==> config.mk <==
export PLATFORM = sky130hd
export DESIGN_NAME = sp_matrix_loader
export DESIGN_NICKNAME = d
export VERILOG_FILES = /design/src/rtl/sp_loader_pkg.sv /design/src/rtl/sp_byte_packer.sv /design/src/rtl/sp_matrix_loader.sv
export SDC_FILE = /design/constraint.sdc
export NUM_CORES = 1
export LEC_CHECK = 0
export CAP_MARGIN = 10
export CORE_MARGIN = 2
export CORE_UTILIZATION = 47
export DETAILED_ROUTE_END_ITERATION = 10
export PLACE_DENSITY = 0.88
export SLEW_MARGIN = 20
export SYNTH_ARGS = -nofsm -noshare
export SYNTH_HDL_FRONTEND = slang
export SYNTH_SLANG_ARGS = --single-unit
==> constraint.sdc <==
create_clock -name Clk -period 1.4 [get_ports Clk]
set_input_delay 0.21 -clock Clk [delete_from_list [all_inputs] [get_ports Clk]]
set_output_delay 0.21 -clock Clk [all_outputs]
set_load 0.05 [all_outputs]
==> src/rtl/sp_loader_pkg.sv <==
// Shared types and constants for the shortest-path matrix loader.
package sp_loader_pkg;

    localparam int A_INIT_WIDTH   = 11;
    localparam int D_WIDTH        = 8;
    localparam int BYTES_PER_WORD = 4;
    localparam int D_INIT_WIDTH   = BYTES_PER_WORD * D_WIDTH;
    localparam int WORDS          = 2048;

    typedef enum logic [2:0] {
        IDLE   = 3'd0,
        LOAD   = 3'd1,
        FLUSH  = 3'd2,
        LAUNCH = 3'd3,
        WAIT   = 3'd4,
        FINISH = 3'd5
    } state_t;

    function automatic logic is_busy(input state_t s);
        return (s == LOAD) || (s == FLUSH) || (s == LAUNCH) || (s == WAIT);
    endfunction

endpackage

==> src/rtl/sp_byte_packer.sv <==
// Packs a byte stream little-endian into words and emits a one-cycle word_valid pulse.
// With SP_LOADER_CHECKSUM_EN defined, the word being completed this cycle is exported as word_next.
module sp_byte_packer
    import sp_loader_pkg::*;
#(
    parameter int D_W   = sp_loader_pkg::D_WIDTH,
    parameter int LANES = sp_loader_pkg::BYTES_PER_WORD
) (
    input  logic                 clk,
    input  logic                 rst,
    input  logic                 clear,
    input  logic                 byte_valid,
    input  logic [D_W-1:0]       byte_in,
    output logic                 lane_last,
`ifdef SP_LOADER_CHECKSUM_EN
    output logic [LANES*D_W-1:0] word_next,
`endif
    output logic                 word_valid,
    output logic [LANES*D_W-1:0] word
);

    localparam int LW = (LANES > 1) ? $clog2(LANES) : 1;

    logic [LW-1:0]             lane;
    logic [(LANES-1)*D_W-1:0]  partial;
    logic [LANES*D_W-1:0]      assembled;

    // Earlier bytes sit in the low lanes, so the arriving byte always tops the word.
    assign assembled = {byte_in, partial};
    assign lane_last = (lane == LW'(LANES - 1));

`ifdef SP_LOADER_CHECKSUM_EN
    assign word_next = assembled;
`endif

    always_ff @(posedge clk) begin
        if (rst) begin
            lane       <= '0;
            partial    <= '0;
            word_valid <= 1'b0;
            word       <= '0;
        end else begin
            word_valid <= 1'b0;
            if (clear) begin
                lane    <= '0;
                partial <= '0;
            end else if (byte_valid) begin
                if (lane_last) begin
                    word       <= assembled;
                    word_valid <= 1'b1;
                    lane       <= '0;
                end else begin
                    partial <= {byte_in, partial[(LANES-1)*D_W-1:D_W]};
                    lane    <= lane + LW'(1);
                end
            end
        end
    end

endmodule

==> src/rtl/sp_matrix_loader.sv <==
// Loads the distance matrix into M memory port B, then launches the engine and waits for Done.
// Define SP_LOADER_CHECKSUM_EN to add the Checksum output (sum of words written this run).
//
// state  | meaning
// IDLE   | after reset, waiting for Start
// LOAD   | accepting bytes, one port-B write per 4 bytes
// FLUSH  | final write on the bus; leave once the write strobe drops
// LAUNCH | Go pulse to the engine
// WAIT   | waiting for Done from the engine
// FINISH | Finished held; Start reloads from address 0
module sp_matrix_loader #(
    parameter int A_INIT_WIDTH = sp_loader_pkg::A_INIT_WIDTH,
    parameter int D_INIT_WIDTH = sp_loader_pkg::D_INIT_WIDTH,
    parameter int D_WIDTH      = sp_loader_pkg::D_WIDTH,
    parameter int WORDS        = sp_loader_pkg::WORDS
) (
    input  logic                    Clk,
    input  logic                    Rst,
    input  logic                    Start,
    input  logic [D_WIDTH-1:0]      In_Data,
    input  logic                    In_Valid,
    output logic                    In_Ready,
    output logic [A_INIT_WIDTH-1:0] M_Addr_B,
    output logic [D_INIT_WIDTH-1:0] M_Out_B,
    output logic                    M_En_B,
    output logic                    M_We_B,
    output logic                    Go,
    input  logic                    Done,
    output logic                    Busy,
`ifdef SP_LOADER_CHECKSUM_EN
    output logic [D_INIT_WIDTH-1:0] Checksum,
`endif
    output logic                    Finished
);

    import sp_loader_pkg::*;

    localparam int BPW = D_INIT_WIDTH / D_WIDTH;

    state_t                  state;
    state_t                  next_state;
    logic                    accept;
    logic                    start_hit;
    logic                    last_byte;
    logic                    last_word;
    logic                    lane_last;
    logic                    word_valid;
    logic [D_INIT_WIDTH-1:0] word;
    logic [A_INIT_WIDTH-1:0] word_idx;
    logic                    ready_d;
    logic                    busy_d;
    logic                    go_d;
    logic                    finished_d;
`ifdef SP_LOADER_CHECKSUM_EN
    logic [D_INIT_WIDTH-1:0] word_next;
`endif

    assign accept    = In_Valid && In_Ready;
    assign start_hit = Start && ((state == IDLE) || (state == FINISH));
    assign last_byte = accept && lane_last;
    assign last_word = (word_idx == A_INIT_WIDTH'(WORDS - 1));

    sp_byte_packer #(
        .D_W   (D_WIDTH),
        .LANES (BPW)
    ) u_packer (
        .clk        (Clk),
        .rst        (Rst),
        .clear      (start_hit),
        .byte_valid (accept),
        .byte_in    (In_Data),
        .lane_last  (lane_last),
`ifdef SP_LOADER_CHECKSUM_EN
        .word_next  (word_next),
`endif
        .word_valid (word_valid),
        .word       (word)
    );

    assign M_En_B  = word_valid;
    assign M_We_B  = word_valid;
    assign M_Out_B = word;

    always_ff @(posedge Clk) begin
        if (Rst) state <= IDLE;
        else     state <= next_state;
    end

    always_comb begin
        next_state = state;
        case (state)
            IDLE:    if (Start) next_state = LOAD;
            LOAD:    if (last_byte && last_word) next_state = FLUSH;
            FLUSH:   if (!word_valid) next_state = LAUNCH;
            LAUNCH:  next_state = WAIT;
            WAIT:    if (Done) next_state = FINISH;
            FINISH:  if (Start) next_state = LOAD;
            default: next_state = IDLE;
        endcase
    end

    // Decoded from next_state so the registered outputs line up with the state they describe.
    always_comb begin
        ready_d    = (next_state == LOAD);
        busy_d     = is_busy(next_state);
        go_d       = (next_state == LAUNCH);
        finished_d = (next_state == FINISH);
    end

    always_ff @(posedge Clk) begin
        if (Rst) begin
            In_Ready <= 1'b0;
            Busy     <= 1'b0;
            Go       <= 1'b0;
            Finished <= 1'b0;
            M_Addr_B <= '0;
            word_idx <= '0;
        end else begin
            In_Ready <= ready_d;
            Busy     <= busy_d;
            Go       <= go_d;
            Finished <= finished_d;
            if (start_hit) begin
                word_idx <= '0;
            end else if (last_byte) begin
                M_Addr_B <= word_idx;
                if (!last_word) word_idx <= word_idx + A_INIT_WIDTH'(1);
            end
        end
    end

`ifdef SP_LOADER_CHECKSUM_EN
    always_ff @(posedge Clk) begin
        if (Rst)            Checksum <= '0;
        else if (start_hit) Checksum <= '0;
        else if (last_byte) Checksum <= Checksum + word_next;
    end
`endif

endmodule

==> flow_summary.yaml <==
status:
  status: "complete, but fails checks"
  violations: "setup timing"
sta:
  final_hold_viol_count: 0
  fin_crit_ns: 1.51
  drv_slew: 0
  rsz0062_at_grt: "true"
  finalCritPeriodShare: 1.08
  timing.slew.headroom: 0.688
  setup-tns-final_ns: -3.07
  skew_ns: 0.0124
  worst_slack_ns: -0.113
  max_freq_ghz: 0.661
  finalSetupViolations: 59
  worst_slew_pin_slew_ns: 0.468
floorplanning:
  design.portCount: 62
  fp.dieArea_um2: 8000
  fp-row-count: 31
  core_area_um2: 7180
  start_util: 0.478
  die_y_um: 89.5
  chipWidth_um: 89.5
placement:
  placed_cells: 525
  hpwl_um: 5780
  io_buffers: 61
  dp_worst_setup_slack_ns: -0.443
  place.gp.congestion: 0.824
yosys:
  ys_warn_count: 0
  ys_seq_area_frac: 0.513
  ys_ff_latch: 88
  synth_cells: 361
  syn_area_per_cell_um2: 9.51
  synth.net_count: 376
  syn-cell-area_um2: 3430
  synth_cell_types: 42
setup_path:
  cp.required_ns: 1.66
  criticalPathCategory: "reg2reg"
  start_kind: "register"
  crit_fanout: 7
  crit_path_end_kind: "register"
  arrival_ns: 1.77
global_routing:
  grt_pass1_wl_um: 15000
  grt_max_degree: 39
  grt_pass1_vias: 3013
  overflow: 0
  track_usage: 0.249
  antenna_found_initial: 0
routing:
  routed_wl_um: 10800
  ant_nets: 0
  vias_per_cell: 5.81
  drt_iter0_markers: 271
  vias: 3188
  drc: 0
  avgRoutedWirePerCell_um: 19.6
  drt_pass1_iterations: 5
clocking:
  hold_buffers: 0
  clock-sinks: 88
  cts.clk_slew.worst_paths_ns: 0.09
  cts_root_buffer: "clkbuf_8"
  tritoncts: "yes"
  clockBufferDepth: 2
  clkLatencyLatePin_ns: 0.38
  cts-buffers-inserted: 9
  h-tree-depth: 3
layout:
  finalNonFillerCells: 549
  nNetsFinal: 460
  drive_above_1_share: 0.336
  final_common_cell: "dfxtp_1"
  fillers: 403
  area_growth_pct: 53.6
  antenna_cells: 0
  final_util: 0.734
  final_cell_mix: "dfxtp_1 (79), buf_12 (53), nor2_1 (51)"
power:
  ir_drop_mv: 0.444
  power_mw: 4.63
  powerDensity_nw_per_um2: 879
  power.static_leakage_nw: 1.83
run:
  max-cap-violations: 0
hold_path:
  hold_class: "in2reg"
[through the flow]
step                      instance area [µm²]  hold WS, ns
after global placement                   4750        0.445
after detailed placement                 4750        0.447
final                                    5270        0.265
after global routing                     5270        0.278
after CTS                                5090        0.216
after floorplan                          3470        0.346
[per-layer routing]
metal	global-route usage	share of wire	up-vias
met2	0.382	0.49	185
li1	-	-	1405
met4	0.145	0.051	0
met3	0.0517	0.071	56
met5	0	0	-
met1	0.324	0.39	1542
[flip-flops by register name, indices dropped and copies added, names as in the netlist]
signal,flops
Busy,1
Finished,1
Go,1
In_Ready,1
M_Addr_B,11
state,3
u_packer.lane,2
u_packer.partial,24
u_packer.word,32
u_packer.word_valid,1
word_idx,11
[synthesized netlist by cell type]
library cell	count	area, µm²
dfxtp_1	88	1760
nand2_1	54	203
nor2_1	53	199
mux2i_1	45	450
a21oi_1	33	165
buf_2	8	40.0
nor3_1	8	40.0
clkbuf_1	7	26.3
nand3_1	5	25.0
o21ai_0	5	25.0
buf_12	4	80.1
nor2b_1	4	25.0
a31oi_1	3	18.8
buf_6	3	33.8
nor4_2	3	37.5
or3_1	3	18.8
a211oi_1	2	15.0
a21o_1	2	15.0
and2_1	2	12.5
and4_4	2	22.5
ha_1	2	25.0
inv_1	2	7.51
nand3_2	2	20.0
nand4_1	2	12.5
or2_2	2	12.5
a211o_1	1	8.76
a21oi_2	1	8.76
a22oi_1	1	7.51
a311oi_1	1	8.76
a32oi_1	1	8.76
and3_1	1	6.26
and3_2	1	7.51
and3_4	1	11.3
buf_1	1	3.75
buf_4	1	7.51
nand2b_1	1	6.26
nor4_1	1	6.26
o21a_1	1	7.51
o311ai_1	1	8.76
o31ai_1	1	7.51
o41ai_1	1	8.76
xnor2_2	1	16.3
[layout make-up]
type	count	area [µm²]	area share
inverters	2	7.51	0.00142
well taps	99	124	0.0235
clock inverters	7	77.6	0.0147
clock buffers	9	124	0.0235
multi-input cells	248	1700	0.323
flip-flops and latches	88	1780	0.337
repair buffers	96	1460	0.277
[power breakdown]
group          internal (mW)  total, mW  switching, mW
combinational          0.111      0.281          0.170
clock                  0.840       1.82          0.977
sequential              2.52       2.53         0.0187
[repair_timing]
action	4_1_cts	5_1_grt
buffers inserted	2	2
pin swaps	3	7
setup endpoints to repair	72	78
resized for setup	18	34
gates cloned	3	2
[cells by family (layout without fill, tap and decap cells)]
logic type / after synthesis / in the layout / share of synthesized area
compound gates: 54 / 54 / 0.0915
flops: 88 / 88 / 0.513
fa+ha+maj: 2 / 2 / 0.00729
simple gates: 145 / 146 / 0.194
buf+inv: 26 / 114 / 0.0580
xor+xnor: 1 / 1 / 0.00474
mux: 45 / 45 / 0.131
[critical path: stages, from the launching register on]
cell and delay (ns):
dfxtp_2 0.36, ha_4 0.15, nand3_4 0.09, a21oi_4 0.16, buf_12 0.16, buf_16 0.14
mux2i_1 0.26, nor2_1 0.07
[worst paths after layout]
| path | end | cells past startpoint | slack [ns] | from |
|---|---|---|---|---|
| hold reg to reg | u_packer.partial[2] | 2 | 0.47 | u_packer.partial[2] |
| hold / removal | word_idx[7] | 4 | 0.27 | Rst |
| setup reg to reg | u_packer.word[18] | 7 | -0.11 | u_packer.lane[0] |
| setup / recovery | u_packer.word[18] | 7 | -0.11 | u_packer.lane[0] |
(Power assumes the default switching activity.)
